--- config.mk ---
export PLATFORM = sky130hd
export DESIGN_NAME = memory_stage
export DESIGN_NICKNAME = d
export VERILOG_FILES = /design/src/rtl/dlx_pkg.sv /design/src/rtl/mem_align.sv /design/src/rtl/memory_stage.sv
export SDC_FILE = /design/constraint.sdc
export NUM_CORES = 1
export LEC_CHECK = 0
export CAP_MARGIN = 10
export CELL_PAD_IN_SITES_DETAIL_PLACEMENT = 1
export CELL_PAD_IN_SITES_GLOBAL_PLACEMENT = 1
export CORE_ASPECT_RATIO = 1.2
export CORE_UTILIZATION = 31
export DETAILED_ROUTE_END_ITERATION = 10
export GPL_ROUTABILITY_DRIVEN = 0
export GPL_TIMING_DRIVEN = 0
export PLACE_DENSITY_LB_ADDON = 0.2
export SLEW_MARGIN = 25
export SYNTH_ARGS = -nofsm -noshare
export SYNTH_HDL_FRONTEND = slang
export SYNTH_SLANG_ARGS = --single-unit
export TNS_END_PERCENT = 100
--- constraint.sdc ---
create_clock -name clk -period 3 [get_ports clk]
set_clock_uncertainty 0.1 [all_clocks]
set_input_delay 0.75 -clock clk [delete_from_list [all_inputs] [get_ports clk]]
set_output_delay 0.75 -clock clk [all_outputs]
set_load 0.05 [all_outputs]
--- src/rtl/dlx_pkg.sv ---
// Shared DLX definitions: memory opcodes, memory-stage FSM states and access sizes.
package dlx_pkg;

  localparam logic [5:0] OP_LB  = 6'h20;
  localparam logic [5:0] OP_LH  = 6'h21;
  localparam logic [5:0] OP_LW  = 6'h23;
  localparam logic [5:0] OP_LBU = 6'h24;
  localparam logic [5:0] OP_LHU = 6'h25;
  localparam logic [5:0] OP_SB  = 6'h28;
  localparam logic [5:0] OP_SH  = 6'h29;
  localparam logic [5:0] OP_SW  = 6'h2B;

  typedef enum logic [1:0] {
    ST_IDLE   = 2'd0,
    ST_ACCESS = 2'd1,
    ST_DONE   = 2'd2
  } state_e;

  typedef enum logic [1:0] {
    SZ_BYTE = 2'd0,
    SZ_HALF = 2'd1,
    SZ_WORD = 2'd2
  } size_e;

  function automatic size_e size_of(input logic [5:0] op);
    case (op)
      OP_LB, OP_LBU, OP_SB: size_of = SZ_BYTE;
      OP_LH, OP_LHU, OP_SH: size_of = SZ_HALF;
      default:              size_of = SZ_WORD;
    endcase
  endfunction

endpackage

--- src/rtl/mem_align.sv ---
// Combinational lane logic: byte enables, store replication, misalignment and
// load extraction/extension. Big-endian: byte address 0 is lane [31:24].
module mem_align
  import dlx_pkg::*;
(
  input  logic [5:0]  opcode_i,
  input  logic [1:0]  addr_lo_i,
  input  logic [31:0] store_data_i,
  input  logic [31:0] rdata_i,
  output logic [3:0]  be_o,
  output logic [31:0] wdata_o,
  output logic        misaligned_o,
  output logic [31:0] load_data_o
);

  size_e       size;
  logic        zext;
  logic [7:0]  byte_sel;
  logic [15:0] half_sel;

  always_comb begin
    size         = size_of(opcode_i);
    zext         = (opcode_i == OP_LBU) || (opcode_i == OP_LHU);
    be_o         = 4'b1111;
    wdata_o      = store_data_i;
    misaligned_o = 1'b0;
    load_data_o  = rdata_i;
    byte_sel     = 8'h00;
    half_sel     = 16'h0000;
    case (size)
      SZ_BYTE: begin
        be_o    = 4'b1000 >> addr_lo_i;
        wdata_o = {4{store_data_i[7:0]}};
        case (addr_lo_i)
          2'd0:    byte_sel = rdata_i[31:24];
          2'd1:    byte_sel = rdata_i[23:16];
          2'd2:    byte_sel = rdata_i[15:8];
          default: byte_sel = rdata_i[7:0];
        endcase
        load_data_o = zext ? {24'h000000, byte_sel} : {{24{byte_sel[7]}}, byte_sel};
      end
      SZ_HALF: begin
        be_o         = addr_lo_i[1] ? 4'b0011 : 4'b1100;
        wdata_o      = {2{store_data_i[15:0]}};
        misaligned_o = addr_lo_i[0];
        half_sel     = addr_lo_i[1] ? rdata_i[15:0] : rdata_i[31:16];
        load_data_o  = zext ? {16'h0000, half_sel} : {{16{half_sel[15]}}, half_sel};
      end
      default: begin
        misaligned_o = |addr_lo_i;
      end
    endcase
  end

endmodule

--- src/rtl/memory_stage.sv ---
// DLX memory-access stage: drives the data-memory req/ack port, stalls upstream
// while an access is outstanding, formats loads and selects the write-back value.
module memory_stage
  import dlx_pkg::*;
#(
  parameter int DATA_WIDTH        = 32,
  parameter int DMEM_ADDR_WIDTH   = 18,
  parameter int REG_ADDR_WIDTH    = 5,
  parameter int INSTRUCTION_WIDTH = 32,
  parameter int ACK_TIMEOUT       = 255
) (
  input  logic                         clk,
  input  logic                         rst_n,
  input  logic                         mem_data_rd_en_in,
  input  logic                         mem_data_wr_en_in,
  input  logic [DATA_WIDTH-1:0]        mem_data_in,
  input  logic [DATA_WIDTH-1:0]        alu_data_in,
  input  logic                         reg_wr_en_in,
  input  logic [REG_ADDR_WIDTH-1:0]    reg_wr_addr_in,
  input  logic                         write_back_mux_sel_in,
  input  logic [INSTRUCTION_WIDTH-1:0] instruction_in,
  output logic                         dmem_req,
  output logic                         dmem_we,
  output logic [DMEM_ADDR_WIDTH-1:0]   dmem_addr,
  output logic [3:0]                   dmem_be,
  output logic [DATA_WIDTH-1:0]        dmem_wdata,
  input  logic                         dmem_ack,
  input  logic [DATA_WIDTH-1:0]        dmem_rdata,
  output logic                         stall,
  output logic [DATA_WIDTH-1:0]        wb_data_out,
  output logic                         reg_wr_en_out,
  output logic [REG_ADDR_WIDTH-1:0]    reg_wr_addr_out,
  output logic                         misalign_err,
  output logic                         bus_err,
  output logic [1:0]                   fsm_state_o
);

  localparam int CNT_W = $clog2(ACK_TIMEOUT + 1);
  localparam logic [CNT_W-1:0] CNT_LAST = CNT_W'(ACK_TIMEOUT - 1);

  state_e                       state_q, state_d;
  logic [CNT_W-1:0]             cnt_q, cnt_d;
  logic                         req_q, req_d;
  logic                         we_q, we_d;
  logic [DMEM_ADDR_WIDTH-1:0]   addr_q, addr_d;
  logic [3:0]                   be_q, be_d;
  logic [DATA_WIDTH-1:0]        wdata_q, wdata_d;
  logic [DATA_WIDTH-1:0]        load_q, load_d;
  logic                         misalign_q, misalign_d;
  logic                         bus_err_q, bus_err_d;
  logic                         err_q, err_d;
  logic                         stall_c;

  logic                         mem_op;
  logic [3:0]                   be_c;
  logic [DATA_WIDTH-1:0]        wdata_c;
  logic                         misaligned_c;
  logic [DATA_WIDTH-1:0]        load_fmt_c;
  logic                         unused_instr_bits;

  assign mem_op            = mem_data_rd_en_in | mem_data_wr_en_in;
  assign unused_instr_bits = ^instruction_in[INSTRUCTION_WIDTH-7:0];

  // EX/MEM is frozen by stall, so its opcode and address stay valid for the
  // load formatting at ack time without re-registering them.
  mem_align u_align (
    .opcode_i     (instruction_in[INSTRUCTION_WIDTH-1:INSTRUCTION_WIDTH-6]),
    .addr_lo_i    (alu_data_in[1:0]),
    .store_data_i (mem_data_in),
    .rdata_i      (dmem_rdata),
    .be_o         (be_c),
    .wdata_o      (wdata_c),
    .misaligned_o (misaligned_c),
    .load_data_o  (load_fmt_c)
  );

  always_ff @(posedge clk or negedge rst_n) begin
    if (!rst_n) begin
      state_q    <= ST_IDLE;
      cnt_q      <= '0;
      req_q      <= 1'b0;
      we_q       <= 1'b0;
      addr_q     <= '0;
      be_q       <= 4'b0000;
      wdata_q    <= '0;
      load_q     <= '0;
      misalign_q <= 1'b0;
      bus_err_q  <= 1'b0;
      err_q      <= 1'b0;
    end else begin
      state_q    <= state_d;
      cnt_q      <= cnt_d;
      req_q      <= req_d;
      we_q       <= we_d;
      addr_q     <= addr_d;
      be_q       <= be_d;
      wdata_q    <= wdata_d;
      load_q     <= load_d;
      misalign_q <= misalign_d;
      bus_err_q  <= bus_err_d;
      err_q      <= err_d;
    end
  end

  // Handshake: req and its attributes are held stable from issue until the
  // cycle ack is seen (or the wait times out); ack qualifies rdata that cycle.
  always_comb begin
    state_d    = state_q;
    cnt_d      = cnt_q;
    req_d      = req_q;
    we_d       = we_q;
    addr_d     = addr_q;
    be_d       = be_q;
    wdata_d    = wdata_q;
    load_d     = load_q;
    misalign_d = 1'b0;
    bus_err_d  = 1'b0;
    err_d      = err_q;
    stall_c    = 1'b0;
    case (state_q)
      ST_IDLE: begin
        if (mem_op) begin
          stall_c = 1'b1;
          if (misaligned_c) begin
            misalign_d = 1'b1;
            err_d      = 1'b1;
            load_d     = '0;
            state_d    = ST_DONE;
          end else begin
            req_d   = 1'b1;
            we_d    = mem_data_wr_en_in;
            addr_d  = alu_data_in[DMEM_ADDR_WIDTH+1:2];
            be_d    = be_c;
            wdata_d = wdata_c;
            cnt_d   = '0;
            err_d   = 1'b0;
            state_d = ST_ACCESS;
          end
        end
      end
      ST_ACCESS: begin
        stall_c = 1'b1;
        if (dmem_ack) begin
          if (!we_q) load_d = load_fmt_c;
          req_d   = 1'b0;
          state_d = ST_DONE;
        end else if (cnt_q == CNT_LAST) begin
          req_d     = 1'b0;
          bus_err_d = 1'b1;
          err_d     = 1'b1;
          load_d    = '0;
          state_d   = ST_DONE;
        end else begin
          cnt_d = cnt_q + CNT_W'(1);
        end
      end
      ST_DONE: begin
        err_d   = 1'b0;
        state_d = ST_IDLE;
      end
      default: begin
        state_d = ST_IDLE;
      end
    endcase
  end

  assign dmem_req        = req_q;
  assign dmem_we         = we_q;
  assign dmem_addr       = addr_q;
  assign dmem_be         = be_q;
  assign dmem_wdata      = wdata_q;
  assign stall           = stall_c;
  assign wb_data_out     = write_back_mux_sel_in ? load_q : alu_data_in;
  assign reg_wr_en_out   = reg_wr_en_in & ~err_q;
  assign reg_wr_addr_out = reg_wr_addr_in;
  assign misalign_err    = misalign_q;
  assign bus_err         = bus_err_q;
  assign fsm_state_o     = state_q;

endmodule

==> results_dict.tcl, run 1 <==
set metrics [dict create \
    cp_cell_sequence "clkdlybuf4s50_1 -> clkinv_2 -> o21ai_1 -> buf_4" \
    syn_area_mm2 0.00555 \
    num_io_pins 239 \
    timing.max_cap.violations 0 \
    setup_viol 0 \
    synth_cells 610 \
    status "completed" \
    synth_cell_type_count 52 \
    post-dp-hpwl_um 16300 \
    p_int_mw 3.72 \
    fillers 2009 \
    power_density_mw_per_mm2 842 \
    synth_edf_count 0 \
    cp.arrival_ns 2.11 \
    wirelength_um 21100 \
    required_ns 2.15 \
    drt-pass1-iter-count 4 \
    ir_worst_vdd_uv 323 \
    ys_seq_area_share_pct 45.5 \
    grtUsageTotal_pct 23.1 \
    nets 979 \
    insertion_delay_ns 0.35 \
    grt_pass1_wl_um 32400 \
    tns_ns 0 \
    reg2reg_depth 8 \
    synth.area.top_cells "dfrtp_1 46%, nand2_1 9.9%, mux2_2 7.7%" \
    post-route-min-period_ns 2.96 \
    seqPwrFrac_pct 29.3 \
    synth_top_area_cell "dfrtp_1" \
    syn-num-nets 755 \
    ys.flop_type "dfrtp_1" \
    tightest_slew_ns 0.877 \
    chipWidth_um 124 \
    synth_compound_area_share_pct 18.5 \
    detail_route.drc_violations 0 \
    cp-end-kind "output port" \
    power.switching_mw 3.31 \
    areaGrowthSynthToFinish_pct 50.4 \
    num_rows 53 \
    final_hold_viol_count 0 \
    p_comb_share_pct 53.4 \
    synthMuxAreaShare_pct 12.0 \
    yosysWarnings 0 \
    post-route-period-util_pct 98.6 \
    core_area_mm2 0.0175 \
    synthXorXnorAreaFrac_pct 0 \
    total_power_mw 7.03 \
    fmax_mhz 338 \
    portBuffers 205 \
    gr-total-overflow 0 \
    cts_buffer_depth 2 \
    path_max_fanout 10 \
    grt_setup_unrepaired "true" \
    cts.clk_slew.worst_paths_ns 0.07 \
    drive_above_1_share_pct 14.1 \
    hold_class "in -> async" \
    start_util_pct 31.7 \
    whs_ns 0.203 \
    vias 5589 \
    yosys_register_bits 101 \
    die_h_um 149 \
    maxSlewHeadroom_pct 41.6 \
    pwr-share-clk_pct 17.3 \
    synthTopCellsByCount "146 x nand2_1, 101 x dfrtp_1, 56 x nor2_1" \
    root_buffer "clkbuf_16" \
    cts_max_level 3 \
    drt_iter0_drc 343 \
    cp_slowest_stage_delay_ns 0.64 \
    cts_sinks 101 \
    synth_top_family_by_area "simple AND/OR/NAND/NOR gates" \
    antenna_left 0 \
    synth_top_area_share_pct 45.5 \
    antenna_found_initial 0 \
    cts_buffers 9 \
    ys_async_sr_fraction_pct 100 \
    cp_slowest_cell "clkdlybuf4s50_1" \
    switching_share_pct 47.0 \
    routedWlPerCell_um 19.9 \
    synth-simple-area-share_pct 18.9 \
    cts_tree "done" \
    dieArea_mm2 0.0184 \
    p_leak_nw 3.78 \
    critical_path_class "in -> out" \
    slew_violations 0 \
    postSynthAreaPerCell_um2 9.10 \
    yosysMostFrequentCell "nand2_1" \
    vias_per_cell 5.28 \
    grt_max_degree 61 \
    diodes 0 \
    synthAdderAreaFrac_pct 1.13 \
    crit_path_start_kind "primary input" \
    grt_pass1_vias 5911 \
]
## sequential cells by signal (all words and copies together), names as in the netlist
signal        cells
cnt_q             8
dmem_we           1
dmem_be           4
misalign_err      1
err_q             1
dmem_req          1
fsm_state_o       2
dmem_wdata       32
dmem_addr        18
bus_err           1
load_q           32
## worst max-delay path, delay by kind of cell
family	cells	cell delay, ns
buffers and inverters	3	1.11
AO/OA/AOI/OAI	1	0.24
## final timing paths
| kind | startpoint | endpoint | slack, ns |
|---|---|---|---|
| min in group clk | dmem_wdata[4] | dmem_wdata[4] | 0.38 |
| hold reg to reg | dmem_wdata[4] | dmem_wdata[4] | 0.38 |
| max in group asynchronous | rst_n | load_q[14] | 1.94 |
| setup / recovery | alu_data_in[1] | wb_data_out[1] | 0.04 |
| setup reg to reg | cnt_q[0] | load_q[5] | 0.44 |
| hold / removal | rst_n | dmem_wdata[1] | 0.20 |
## cell type report
type,count,area [um2],area share (%)
Multi-Input combinational cell,458,2860,34.3
Inverter,6,23.8,0.285
Timing Repair Buffer,214,2100,25.2
Clock buffer,12,246,2.95
Tap cell,220,275,3.30
Buffer,44,254,3.04
Sequential cell,101,2530,30.3
Clock inverter,4,55.1,0.660
## routing by layer
layer / global-route usage, % / part of all wire (%) / vias up
met2: 38.9 / 50 / 188
met1: 29.6 / 42 / 2773
met5: 0 / 0 / -
li1: - / - / 2608
met4: 7.08 / 1.7 / 0
met3: 4.64 / 6.1 / 20
## layout by cell type (no fill, tap or decap), types with 3 or more instances in the layout
| cell | n |
|---|---|
| a21o_1 | 4 |
| a21oi_1 | 18 |
| a221oi_1 | 11 |
| a22o_1 | 6 |
| a31oi_1 | 9 |
| a32o_1 | 3 |
| buf_2 | 7 |
| buf_4 | 17 |
| clkbuf_1 | 12 |
| clkbuf_16 | 9 |
| clkbuf_2 | 11 |
| clkbuf_4 | 9 |
| clkdlybuf4s50_1 | 168 |
| dfrtp_1 | 101 |
| dlygate4sd2_1 | 30 |
| dlymetal6s2s_1 | 3 |
| ha_1 | 5 |
| inv_1 | 5 |
| mux2_2 | 38 |
| mux2i_1 | 18 |
| nand2_1 | 145 |
| nand2b_1 | 5 |
| nand3_1 | 15 |
| nor2_1 | 55 |
| nor3_1 | 5 |
| nor3b_1 | 3 |
| o21ai_0 | 38 |
| o21ai_1 | 3 |
| o2bb2ai_1 | 31 |
## power groups by stage
stage / Sequential (mW) / Combinational [mW] / Clock [mW]
CTS: 2.07 / 3.72 / 1.24
floorplan: 3.30 / 1.07 / 0
global placement: 2.07 / 3.65 / 0
global route: 2.11 / 3.97 / 1.30
detailed placement: 2.09 / 3.73 / 0
finish: 2.06 / 3.75 / 1.21
## what timing repair did
item	4_1_cts	5_1_grt
hold buffers	0	0
endpoints found under the setup margin	103	106
buffers inserted	2	6
gates resized for setup	75	49
hold endpoints to repair	0	0
pin swaps	2	3
## through the flow
stage / instances / instance area [um2] / util (%) / worst slack [ns]
2_1_floorplan: 610 / 5550 / - / 0.185
3_3_place_gp: 1035 / 7880 / 45.0 / -2.90
3_5_place_dp: 1036 / 7910 / 45.2 / -1.23
4_1_cts: 1053 / 8230 / 47.0 / 0.00351
5_1_grt: 1059 / 8350 / 47.7 / -0.0254
6_report: 1059 / 8350 / 47.7 / 0.0425
## kinds of logic after synthesis
kind of cell               after synthesis
and+or+nand+nor                        249
AOI/OAI and AO/OA                      145
DFF                                    101
muxes                                   59
buffers and inverters                   51
adders and majority gates                5
No activity file was read; power rests on OpenSTA's default activity.
==> run 2, diff against run 1 <==
Settings changed: SLEW_MARGIN 25 to default.
==> run 2 against run 1 <==
Die area did not move; cell count about the same; utilization up 0.050 points; fmax about the same; count of clock-buffer cells in the layout unchanged; register-to-register slack improved by 0.05 ns; combinational power is essentially flat; cell area rose by 0.10%; critical path depth is 5 higher.
==> results_dict.tcl, run 2 (same netlist as run 1, synthesis figures left out) <==
set metrics [dict create \
    post-place-cells 1036 \
    antenna_found_initial 0 \
    whs_ns 0.284 \
    status "completed" \
    post-dp-hpwl_um 16300 \
    cp-end-kind "register" \
    slew_violations 0 \
    core_area_mm2 0.0175 \
    p_leak_nw 3.79 \
    cts.clk_slew.worst_paths_ns 0.07 \
    diodes 0 \
    required_ns 3.14 \
    grt_use_met3_pct 4.03 \
    fillers 2011 \
    routedWlPerCell_um 19.9 \
    fin_cells 1058 \
    power_density_mw_per_mm2 854 \
    portBuffers 205 \
    vias 5618 \
    wirelength_um 21000 \
    setup_viol 0 \
    final_hold_viol_count 0 \
    grtUsageMet2_pct 39.4 \
    final_cell_mix "168 x clkdlybuf4s50_1, 146 x nand2_1, 101 x dfrtp_1" \
    r2r_start "cnt_q[0]" \
    root_buffer "clkbuf_16" \
    maxSlewHeadroom_pct 42.6 \
    grt_pass1_wl_um 32400 \
    die_h_um 149 \
    timing.max_cap.violations 0 \
    ir_worst_vdd_uv 275 \
    layout_commonest_cell "clkdlybuf4s50_1" \
    ff2ff_setup_slack_ns 0.49 \
    crit_path_start_kind "primary input" \
    start_util_pct 31.7 \
    cts_sinks 101 \
    nets 978 \
    r2r-end "load_q[5]" \
    cts_max_level 3 \
    drive_above_1_share_pct 13.5 \
    detail_route.drc_violations 0 \
    use_met1_pct 29.5 \
    tightest_slew_ns 0.861 \
    vias_per_cell 5.31 \
    drt_iter0_drc 297 \
    areaGrowthSynthToFinish_pct 50.6 \
    critical_path_class "in -> reg" \
    num_io_pins 239 \
    num_rows 53 \
    busiest_layer "met2" \
    post-route-min-period_ns 2.96 \
    total_power_mw 7.14 \
    antenna_left 0 \
    chipWidth_um 124 \
    gr-total-overflow 0 \
    drt-pass1-iter-count 4 \
    cp.arrival_ns 3.10 \
    post-route-period-util_pct 98.6 \
    final_util_pct 47.7 \
    reg2reg_depth 8 \
    path_max_fanout 7 \
    postPlaceCellArea_mm2 0.00790 \
    cts_tree "done" \
    hold_class "in -> async" \
    fin_area_mm2 0.00836 \
    grt_pass1_vias 5931 \
    fmax_mhz 338 \
    dieArea_mm2 0.0184 \
    cts_buffer_depth 2 \
    ctsHoldBuffers 0 \
    grtUsageTotal_pct 23.1 \
    insertion_delay_ns 0.35 \
    grt_max_degree 61 \
    grt_setup_unrepaired "false" \
    cts_buffers 9 \
]
-- run 2: changes by cell type in the layout (fill, tap and decap cells not counted), sizes merged --
| cell | before | now |
|---|---|---|
| clkinvlp | 1 | 0 |
| clkbuf | 43 | 46 |
| buf | 26 | 22 |
| bufinv | 1 | 2 |
| inv | 6 | 7 |
| clkinv | 2 | 1 |
-- run 2: power breakdown --
part / total [mW] / switching [mW] / internal [mW] / leakage, nW
Sequential: 2.06 / 0.272 / 1.79 / 1.29
Combinational: 3.75 / 2.49 / 1.25 / 2.33
Clock: 1.33 / 0.544 / 0.783 / 0.163
-- run 2: layout make-up --
cell class | count | area, um2 | share of cell area (%)
plain buffers | 44 | 262 | 3.13
clock buffers | 12 | 256 | 3.07
clock inverters | 4 | 77.6 | 0.928
inverters | 6 | 25.0 | 0.299
multi-input cells | 458 | 2840 | 34.0
flip-flops and latches | 101 | 2530 | 30.2
well taps | 220 | 275 | 3.29
repair buffers | 213 | 2090 | 25.0
-- run 2: layer usage --
metal / up-vias / routed length (um)
met5: - / 0
met4: 0 / 406
met3: 28 / 1250
met2: 204 / 10500
met1: 2783 / 8880
li1: 2603 / -
-- run 2: timing repair --
action | 4_1_cts | 5_1_grt
pin swaps | 3 | 2
gates resized for setup | 75 | 43
setup buffers | 4 | 3
endpoints found under the setup margin | 103 | 107
-- run 2: stage by stage --
| step | setup WS [ns] | TNS, ns |
|---|---|---|
| floorplan | 0.185 | 0 |
| global placement | -2.90 | -353.94 |
| detailed placement | -1.23 | -65.49 |
| CTS | 0.00328 | 0 |
| global route | 0.00301 | 0 |
| finish | 0.0420 | 0 |
-- run 2: critical path: stages --
cell and delay [ns]:
clkdlybuf4s50_1 0.46, or3b_4 0.40, buf_6 0.15, o31ai_4 0.28
buf_4 0.17, a21boi_4 0.05, or3_1 0.39, buf_6 0.15
mux2_4 0.29
-- run 2: worst max path at each step --
stage | start | to | slack (ns) | cells after the start
6_report | instruction_in[30] | cnt_q[7] | 0.04 | 9
5_1_grt | mem_data_wr_en_in | stall | 0.003 | 4
4_1_cts | alu_data_in[31] | wb_data_out[31] | 0.003 | 3
3_5_place_dp | alu_data_in[0] | wb_data_out[0] | -1.23 | 5
3_3_place_gp | rst_n | dmem_addr[15] | -2.90 | 1
2_1_floorplan | fsm_state_o[0] | stall | 0.19 | 4
==> run 3, diff against run 2 <==
Settings changed: CTS_CLUSTER_DIAMETER from default to 200, MAX_ROUTING_LAYER from default to met4, SKIP_LAST_GASP from default to 1.
==> run 3 against run 2 <==
Count of clock-buffer cells in the layout did not move; power rose by 0.12%; cell area rose by 0.21%; first-iteration DRC count rose by 1.3%; register-to-register slack barely moved; wire length barely moved; hold slack got worse by 0.0017 ns; die area did not move; non-clock buffer count rose by 1; critical path depth did not move; clock power barely moved; critical path type unchanged.
==> results_dict.tcl, run 3 (same netlist as run 1, synthesis figures left out) <==
set metrics [dict create \
    maxSlewHeadroom_pct 44.5 \
    areaGrowthSynthToFinish_pct 50.9 \
    grt_pass1_wl_um 32400 \
    path_max_fanout 7 \
    cts_max_level 3 \
    seqPwrFrac_pct 28.9 \
    required_ns 3.14 \
    wirelength_um 21000 \
    cts_buffers 9 \
    grt_pass1_vias 5903 \
    drive_above_1_share_pct 14.1 \
    vias 5602 \
    place_ws_ns -1.23 \
    root_buffer "clkbuf_16" \
    post-route-min-period_ns 2.96 \
    die_h_um 149 \
    setup_viol 0 \
    busiest_layer "met2" \
    insertion_delay_ns 0.35 \
    nets 979 \
    pwr-share-clk_pct 18.6 \
    cts_buffer_depth 2 \
    detail_route.drc_violations 0 \
    power.switching_mw 3.32 \
    ir_worst_vdd_uv 272 \
    drt-pass1-iter-count 4 \
    post-dp-hpwl_um 16300 \
    critical_path_class "in -> reg" \
    drt_iter0_drc 301 \
    grt_use_met3_pct 3.95 \
    p_comb_share_pct 52.6 \
    gr-total-overflow 0 \
    cp-end-kind "register" \
    cts_tree "done" \
    core_area_mm2 0.0175 \
    cp.arrival_ns 3.10 \
    dieArea_mm2 0.0184 \
    tns_ns 0 \
    fin_area_mm2 0.00837 \
    antenna_found_initial 0 \
    antenna_left 0 \
    fmax_mhz 338 \
    post-route-period-util_pct 98.8 \
    status "completed" \
    cts_sinks 101 \
    diodes 0 \
    hold_class "in -> async" \
    layout_commonest_cell "clkdlybuf4s50_1" \
    switching_share_pct 46.4 \
    cts.clk_slew.worst_paths_ns 0.07 \
    num_io_pins 239 \
    final_cell_mix "168 x clkdlybuf4s50_1, 145 x nand2_1, 101 x dfrtp_1" \
    start_util_pct 31.7 \
    post-place-cells 1036 \
    grt_max_degree 61 \
    grtUsageMet2_pct 39.3 \
    timing.max_cap.violations 0 \
    whs_ns 0.282 \
    power_density_mw_per_mm2 853 \
    crit_path_start_kind "primary input" \
    p_int_mw 3.83 \
    portBuffers 205 \
    final_hold_viol_count 0 \
    grtUsageTotal_pct 23.8 \
    vias_per_cell 5.29 \
    postPlaceCellArea_mm2 0.00790 \
    slew_violations 0 \
    chipWidth_um 124 \
    fin_cells 1059 \
    final_util_pct 47.8 \
    routedWlPerCell_um 19.9 \
    p_leak_nw 3.80 \
    num_rows 53 \
    fin_ws_ns 0.0371 \
    use_met1_pct 29.7 \
    total_power_mw 7.14 \
    tightest_slew_ns 0.833 \
]
-- run 3: metal layers --
metal,wire (um),vias to the layer above
met2,10600,178
met1,9030,2792
li1,-,2608
met3,1100,24
met5,0,-
met4,340,0
-- run 3: final timing paths --
kind	slack, ns	startpoint	to	depth (start not counted)
hold / removal	0.28	rst_n	dmem_wdata[1]	1
min in group clk	0.38	dmem_wdata[4]	dmem_wdata[4]	2
hold reg to reg	0.38	dmem_wdata[4]	dmem_wdata[4]	2
setup / recovery	0.04	instruction_in[30]	cnt_q[7]	9
setup reg to reg	0.49	cnt_q[0]	load_q[5]	8
max in group asynchronous	1.79	rst_n	load_q[22]	2
-- run 3: what timing repair did --
action                                  4_1_cts  5_1_grt
endpoints found under the setup margin      103      108
resized for setup                            68       60
hold buffers                                  0        0
pin swaps                                     3        2
buffers inserted                              4        4
-- run 3: cell type report --
type                    instances  area [um2]
multi-input cells             458        2860
inverters                       6        25.0
well taps                     220         275
fillers                      2015        9130
clock buffers                  12         256
plain buffers                  44         253
repair buffers                214        2100
flip-flops and latches        101        2530
clock inverters                 4        77.6
-- run 3: worst max-delay path, cell delays in order --
cell and delay, ns:
clkdlybuf4s50_1 0.46, or3b_4 0.39, buf_4 0.18, o31ai_4 0.24, buf_4 0.17, a21boi_4 0.05
or3_1 0.37, clkbuf_4 0.19, mux2_4 0.30
-- run 3: power groups by stage --
stage,sequential (mW),combinational (mW),clock [mW]
2_1_floorplan,3.30,1.07,0
3_3_place_gp,2.07,3.65,0
3_5_place_dp,2.09,3.73,0
4_1_cts,2.07,3.73,1.35
5_1_grt,2.11,3.97,1.40
6_report,2.06,3.75,1.33
